$ cat config.mk
export PLATFORM = sky130hd
export DESIGN_NAME = split_check_seq
export DESIGN_NICKNAME = d
export VERILOG_FILES = /design/src/rtl/split_check_seq.sv
export SDC_FILE = /design/constraint.sdc
export NUM_CORES = 1
export LEC_CHECK = 0
export ABC_CLOCK_PERIOD_IN_PS = 1860
export BUFFER_PORTS_ARGS = -buffer_cell sky130_fd_sc_hd__buf_2
export CORE_MARGIN = 10
export CORE_UTILIZATION = 37
export DETAILED_ROUTE_END_ITERATION = 16
export PLACE_DENSITY = 0.8
export SLEW_MARGIN = 20
export SYNTH_ARGS = -nofsm -noshare
export SYNTH_HDL_FRONTEND = slang
export SYNTH_SLANG_ARGS = --single-unit
$ cat constraint.sdc
create_clock -name clk -period 1.86 [get_ports clk]
set_input_delay 0.372 -clock clk [delete_from_list [all_inputs] [get_ports clk]]
set_output_delay 0.372 -clock clk [all_outputs]
set_load 0.02 [all_outputs]
$ cat src/rtl/split_check_seq.sv
// Streaming constraint checker: accepts one variable per beat, evaluates the
// selected constraint mode over a frame and returns one verdict per frame.
module split_check_seq #(
  parameter int NUM_VARS = 150,
  parameter int DATA_W   = 16,
  parameter int MODE     = 0,
  parameter int SUM_W    = DATA_W + $clog2(NUM_VARS)
) (
  input  logic              clk,
  input  logic              rst,
  input  logic              in_valid,
  output logic              in_ready,
  input  logic [DATA_W-1:0] in_data,
  input  logic              in_last,
  input  logic [DATA_W-1:0] cfg_lo,
  input  logic [DATA_W-1:0] cfg_hi,
  input  logic [SUM_W-1:0]  cfg_sum_max,
  output logic              res_valid,
  input  logic              res_ready,
  output logic              x,
  output logic              err,
  output logic [15:0]       frame_cnt
);

  localparam int IDX_W  = $clog2(NUM_VARS);
  localparam int SUMX_W = SUM_W + 1;
  localparam logic [IDX_W-1:0] LAST_IDX = IDX_W'(NUM_VARS - 1);
  localparam logic [1:0] MODE_SEL = 2'(MODE);

  typedef enum logic [1:0] {
    S_IDLE    = 2'd0,
    S_COLLECT = 2'd1,
    S_DONE    = 2'd2
  } state_e;

  state_e             state_q, state_d;
  logic               init_q;
  logic [IDX_W-1:0]   idx_q, idx_d;
  logic               pass_q, pass_d;
  logic [SUM_W-1:0]   acc_q, acc_d;
  logic [DATA_W-1:0]  lo_q, lo_d, hi_q, hi_d;
  logic [SUM_W-1:0]   smax_q, smax_d;
  logic               x_q, x_d, err_q, err_d;
  logic [15:0]        cnt_q, cnt_d;

  logic               fire_s, first_s, in_rng_s, pass_new_s, mode_ok_s;
  logic               frame_end_s, len_ok_s;
  logic [IDX_W-1:0]   idx_cur_s;
  logic               pass_cur_s;
  logic [SUM_W-1:0]   acc_cur_s, acc_new_s, smax_cur_s;
  logic [DATA_W-1:0]  lo_cur_s, hi_cur_s;
  logic [SUMX_W-1:0]  sum_ext_s;

  assign in_ready  = init_q & (state_q != S_DONE);
  assign res_valid = (state_q == S_DONE);
  assign x         = x_q;
  assign err       = err_q;
  assign frame_cnt = cnt_q;

  // State and datapath registers
  always_ff @(posedge clk or posedge rst) begin
    if (rst) begin
      state_q <= S_IDLE;
      init_q  <= 1'b0;
      idx_q   <= {IDX_W{1'b0}};
      pass_q  <= 1'b1;
      acc_q   <= {SUM_W{1'b0}};
      lo_q    <= {DATA_W{1'b0}};
      hi_q    <= {DATA_W{1'b0}};
      smax_q  <= {SUM_W{1'b0}};
      x_q     <= 1'b0;
      err_q   <= 1'b0;
      cnt_q   <= 16'd0;
    end else begin
      state_q <= state_d;
      init_q  <= 1'b1;
      idx_q   <= idx_d;
      pass_q  <= pass_d;
      acc_q   <= acc_d;
      lo_q    <= lo_d;
      hi_q    <= hi_d;
      smax_q  <= smax_d;
      x_q     <= x_d;
      err_q   <= err_d;
      cnt_q   <= cnt_d;
    end
  end

  // Beat evaluation: the first beat of a frame works from fresh state and live cfg
  always_comb begin
    fire_s      = in_valid & in_ready;
    first_s     = (state_q == S_IDLE);
    idx_cur_s   = first_s ? {IDX_W{1'b0}} : idx_q;
    pass_cur_s  = first_s ? 1'b1 : pass_q;
    acc_cur_s   = first_s ? {SUM_W{1'b0}} : acc_q;
    lo_cur_s    = first_s ? cfg_lo : lo_q;
    hi_cur_s    = first_s ? cfg_hi : hi_q;
    smax_cur_s  = first_s ? cfg_sum_max : smax_q;
    in_rng_s    = (in_data >= lo_cur_s) && (in_data <= hi_cur_s);
    pass_new_s  = pass_cur_s & in_rng_s;
    sum_ext_s   = {1'b0, acc_cur_s} + SUMX_W'(in_data);
    acc_new_s   = sum_ext_s[SUM_W] ? {SUM_W{1'b1}} : sum_ext_s[SUM_W-1:0];
    frame_end_s = in_last | (idx_cur_s == LAST_IDX);
    len_ok_s    = in_last & (idx_cur_s == LAST_IDX);
    case (MODE_SEL)
      2'd0:    mode_ok_s = 1'b1;
      2'd1:    mode_ok_s = pass_new_s;
      2'd2:    mode_ok_s = (acc_new_s <= smax_cur_s);
      default: mode_ok_s = 1'b0;
    endcase
  end

  // Next-state logic
  always_comb begin
    state_d = state_q;
    idx_d   = idx_q;
    pass_d  = pass_q;
    acc_d   = acc_q;
    lo_d    = lo_q;
    hi_d    = hi_q;
    smax_d  = smax_q;
    x_d     = x_q;
    err_d   = err_q;
    cnt_d   = cnt_q;
    case (state_q)
      S_IDLE, S_COLLECT: begin
        if (fire_s) begin
          lo_d   = lo_cur_s;
          hi_d   = hi_cur_s;
          smax_d = smax_cur_s;
          idx_d  = idx_cur_s + IDX_W'(1);
          pass_d = pass_new_s;
          acc_d  = acc_new_s;
          if (frame_end_s) begin
            state_d = S_DONE;
            x_d     = len_ok_s & mode_ok_s;
            err_d   = ~len_ok_s;
          end else begin
            state_d = S_COLLECT;
          end
        end else begin
          state_d = state_q;
        end
      end
      S_DONE: begin
        if (res_ready) begin
          state_d = S_IDLE;
          cnt_d   = cnt_q + 16'd1;
        end else begin
          state_d = S_DONE;
        end
      end
      default: state_d = S_IDLE;
    endcase
  end

endmodule
Yosys cells after proc, flatten, opt, wreduce, memory -nomap -nowiden
Cells that the tools add are included.
- reductions and logical operators: 5
- mux-type cells: 5
- add/sub/neg operators: 2
- bitwise gates (word level): 5
- equal/unequal tests: 5
- operators with widths (operator ; number):
    adder 16 x 1 -> 16 bit (second input constant) ; 1
    adder 8 x 1 -> 8 bit (second input constant) ; 1
    equality test 8 bit (second input constant) ; 1
    two-way mux 8 bit ; 1
    two-way mux 2 bit ; 3
    inequality test 2 bit (second input constant) ; 2
    one-hot mux 2 bit (2 select lines) ; 1
    AND reduction 2 bit ; 2
    bitwise AND 1 bit ; 3
    AND reduction 3 bit ; 1
    equality test 2 x 1 -> 1 bit (second input constant) ; 1
    equality test 2 bit (second input constant) ; 1
    zero test 2 bit ; 1
    OR reduction 2 bit ; 1
    NOT 1 bit ; 1
    bitwise OR 1 bit ; 1
- word-level logic and storage cells: 28
- flip-flop bits (word level): 29
- input port bits: 77

Longest topological paths before layout
- depth after elaboration: 7
- depth in mapped cells: 8
- gate-level depth less buffers: 7

Least setup slack after synthesis
No wires, ideal clock.
- kind: register -> register
- from: reg state_q[1]
- to: reg idx_q[6]
- arrival: 1665 ps
- library setup time: 64 ps
- required time: 1796 ps
- stages on the path, launching flop included: 8
- path slack: 131 ps
- clock period less this slack: 1729 ps
- cell sequence: dfrtp_1 nor2_1 nor2b_1 ha_1 nand3_1 or4_1 a21oi_1 a21o_1
- cells in the longest elaborated chain, start to end: 4
- elaborated cells on any way between the ends: 9
- classes of those cells: add/sub (1); eq/ne (2); mux (1); bitwise (2); reduce/logical (3)
- RTL lines (element ; line ; RTL):
    start, declared ; 36 ; state_e state_q, state_d;
    start signal, assigned ; 75 ; state_q <= state_d;
    parallel branches: the longest is 4 deep, another holds adder 8 x 1 -> 8 bit ; - ;
    end signal, assigned ; 65 ; idx_q <= {IDX_W{1'b0}};
    end signal, assigned ; 77 ; idx_q <= idx_d;
    end, declared ; 38 ; logic [IDX_W-1:0] idx_q, idx_d;
Parallel ways; which one is timed is not known.
A chain may end at the register's enable or synchronous reset.

Final worst setup path
Same ends and word-level chain as after synthesis.

==> impl_metrics.ini <==
[clock_tree]
cts_setup_buffers = 0
cts-buffers-inserted = 5
cts_tree = done
clockBufferDepth = 2
ctsHtreeMaxLevel = 2
insertion_delay_ns = 0.28
cts_sinks = 29
clkTransAtPathRegs_ns = 0.06
cts_root_buffer = clkbuf_8

[routing]
avgViaCountPerCell = 5.11
vias = 1124
drt_iter0_markers = 83
antenna_left = 0
routed_wl_um = 2970
drtPass1Iterations = 4
wl_per_cell_um = 13.5
drc = 0

[power_and_ir_drop]
power_density_nw_per_um2 = 927
p_seq_share_pct = 49.3
leakage_nw = 0.909
netSwitchingFraction_pct = 30.3
p_int_mw = 1.13
p_sw_mw = 0.493
clock_power_share_pct = 31.9
combPwrFrac_pct = 18.8
ir_drop_uv = 695

[synth]
async_flop_share_pct = 100
yosys_warnings = 0
avgSynthCellArea_um2 = 10.6
yosys-top-cells-area = dfrtp_1 50%, xnor2_1 4.8%, xor2_1 4.2%
synth_edf_count = 0
ys.flop_type = dfrtp_1
syn_inst = 137
synth_commonest_cells = 29 x dfrtp_1, 11 x nand2_1, 9 x nand3_1, 9 x o21ai_0, 8 x xnor2_1
synth.distinct_cells = 42
ys_seq_area_share_pct = 49.9
synth.top_cell.area_share_pct = 49.9
yosys.area.top_type = dfrtp_1
syn_nets = 217
ys_ff_latch = 29
synthesis.area_um2 = 1450
synth_most_common_cell = dfrtp_1

[worst_setup_path]
arrival_ns = 1.94
critPathLaunchType = flip-flop
critPathKind = flip-flop to flip-flop
r2r_setup_slack_ns = 0.14
endpoint_kind = flip-flop
cp_max_fo = 7
required_ns = 2.09
reg2reg_from = state_q[1]
r2r_cells = 8
r2r-end = idx_q[6]

[global_route]
grt_max_degree = 30
grt_pass1_vias = 1112
grt_use_total_pct = 9.70
grt_pass1_wl_um = 5060
grt_overflow = 0
antenna_found_initial = 0

[final_layout]
drive_gt1_share_pct = 27.3
fin_util_pct = 46.9
syn2layout_area_growth_pct = 20.7
nNetsFinal = 252
fill_cells = 373
instances_no_fill = 220
num_antenna_cells = 0

[place]
post-place-cells = 213
place_congestion = 0.830
place_ws_ns = 0.0818
io_buffers = 24
hpwl_um = 2150

[timing]
layout_min_cycle_time_ns = 1.72
worst_slack_ns = 0.143
tns_ns = 0
hold_ws_ns = 0.142
timing.final.max_slew_violations = 0
max_freq_mhz = 582
skew_ns = 0.00143
finalSetupViolCount = 0
hold_viol = 0
finalCritPeriodShare_pct = 92.3
rsz0062_at_grt = false

[floorplanning]
die_h_um = 82.7
ioPinCount = 97
die_w_um = 82.7
initial_core_util_pct = 38.8
die-area_um2 = 6840
rows = 22
coreArea_um2 = 3740

[flow_run]
max_cap_viol_count = 0

[hold_path]
hold_path.class = input pin to async pin

[outcome]
status = finished clean
cells in the final DEF (no fill, tap or decap), types with 3 or more instances in the layout:
master and n:
a21oi_1 5, and3_1 3, and4_1 3, buf_2 24, buf_4 6, clkbuf_8 6, dfrtp_1 28, ha_1 3
inv_1 6, nand2_1 11, nand3_1 9, nor2_1 7, o21ai_0 9, xnor2_1 8, xor2_1 7
sequential cells by signal (all words and copies together) (netlist names):
name       flops
state_q        2
init_q         1
x              1
idx_q          8
err            1
frame_cnt     16
area by class of cell:
cell class / count / area (um2) / area share [%]
Inverter: 7 / 27.5 / 1.57
Timing Repair Buffer: 30 / 165 / 9.42
Multi-Input combinational cell: 99 / 688 / 39.2
Clock buffer: 7 / 86.3 / 4.92
Sequential cell: 29 / 727 / 41.4
Tap cell: 48 / 60.1 / 3.42
how the worst max path moves through the flow:
stage	start	end	cells after the start
2_1_floorplan	state_q[1]	idx_q[6]	7
3_3_place_gp	state_q[0]	idx_q[6]	7
3_5_place_dp	state_q[0]	idx_q[6]	7
4_1_cts	state_q[0]	idx_q[6]	7
5_1_grt	state_q[1]	x	7
6_report	state_q[1]	idx_q[6]	8
per-layer routing:
metal  wire [um]  vias to the layer above  track usage [%]
met1        1420                      538             11.3
met2        1260                       28             14.4
met5           0                        -                0
li1            -                      550                -
met3         199                        8             3.56
met4          91                        0             7.02
metrics by stage:
step | cell area, um2 | total power [mW]
2_1_floorplan | 1450 | 1.01
3_3_place_gp | 1660 | 1.10
3_5_place_dp | 1660 | 1.12
4_1_cts | 1750 | 1.64
5_1_grt | 1750 | 1.73
6_report | 1750 | 1.63
logic make-up after synthesis:
kind of cell	synth area share, %
simple gates	24.5
mux	1.46
buf+inv	2.93
other cells	0.258
fa+ha+maj	2.58
compound gates	9.29
xor+xnor	9.04
flops	49.9
critical path: stages, from the launching register on:
cell and delay, ns:
dfrtp_1 0.36, buf_4 0.16, o21ai_2 0.08, clkinv_2 0.07, ha_1 0.18, nand3_1 0.10, or4_1 0.48, a21oi_1 0.14
a21o_1 0.10
power groups by stage:
stage	Clock [mW]	Combinational, mW	Sequential [mW]
floorplan	0	0.171	0.835
global placement	0	0.298	0.807
detailed placement	0	0.308	0.807
CTS	0.535	0.309	0.800
global route	0.568	0.344	0.818
finish	0.519	0.306	0.802
timing repair:
| action | CTS | global route |
|---|---|---|
| endpoints found under the hold margin | 0 | 0 |
| setup endpoints to repair | 0 | 1 |
| hold buffers | 0 | 0 |
| gates resized for setup | 0 | 2 |
(Power assumes the default switching activity.)
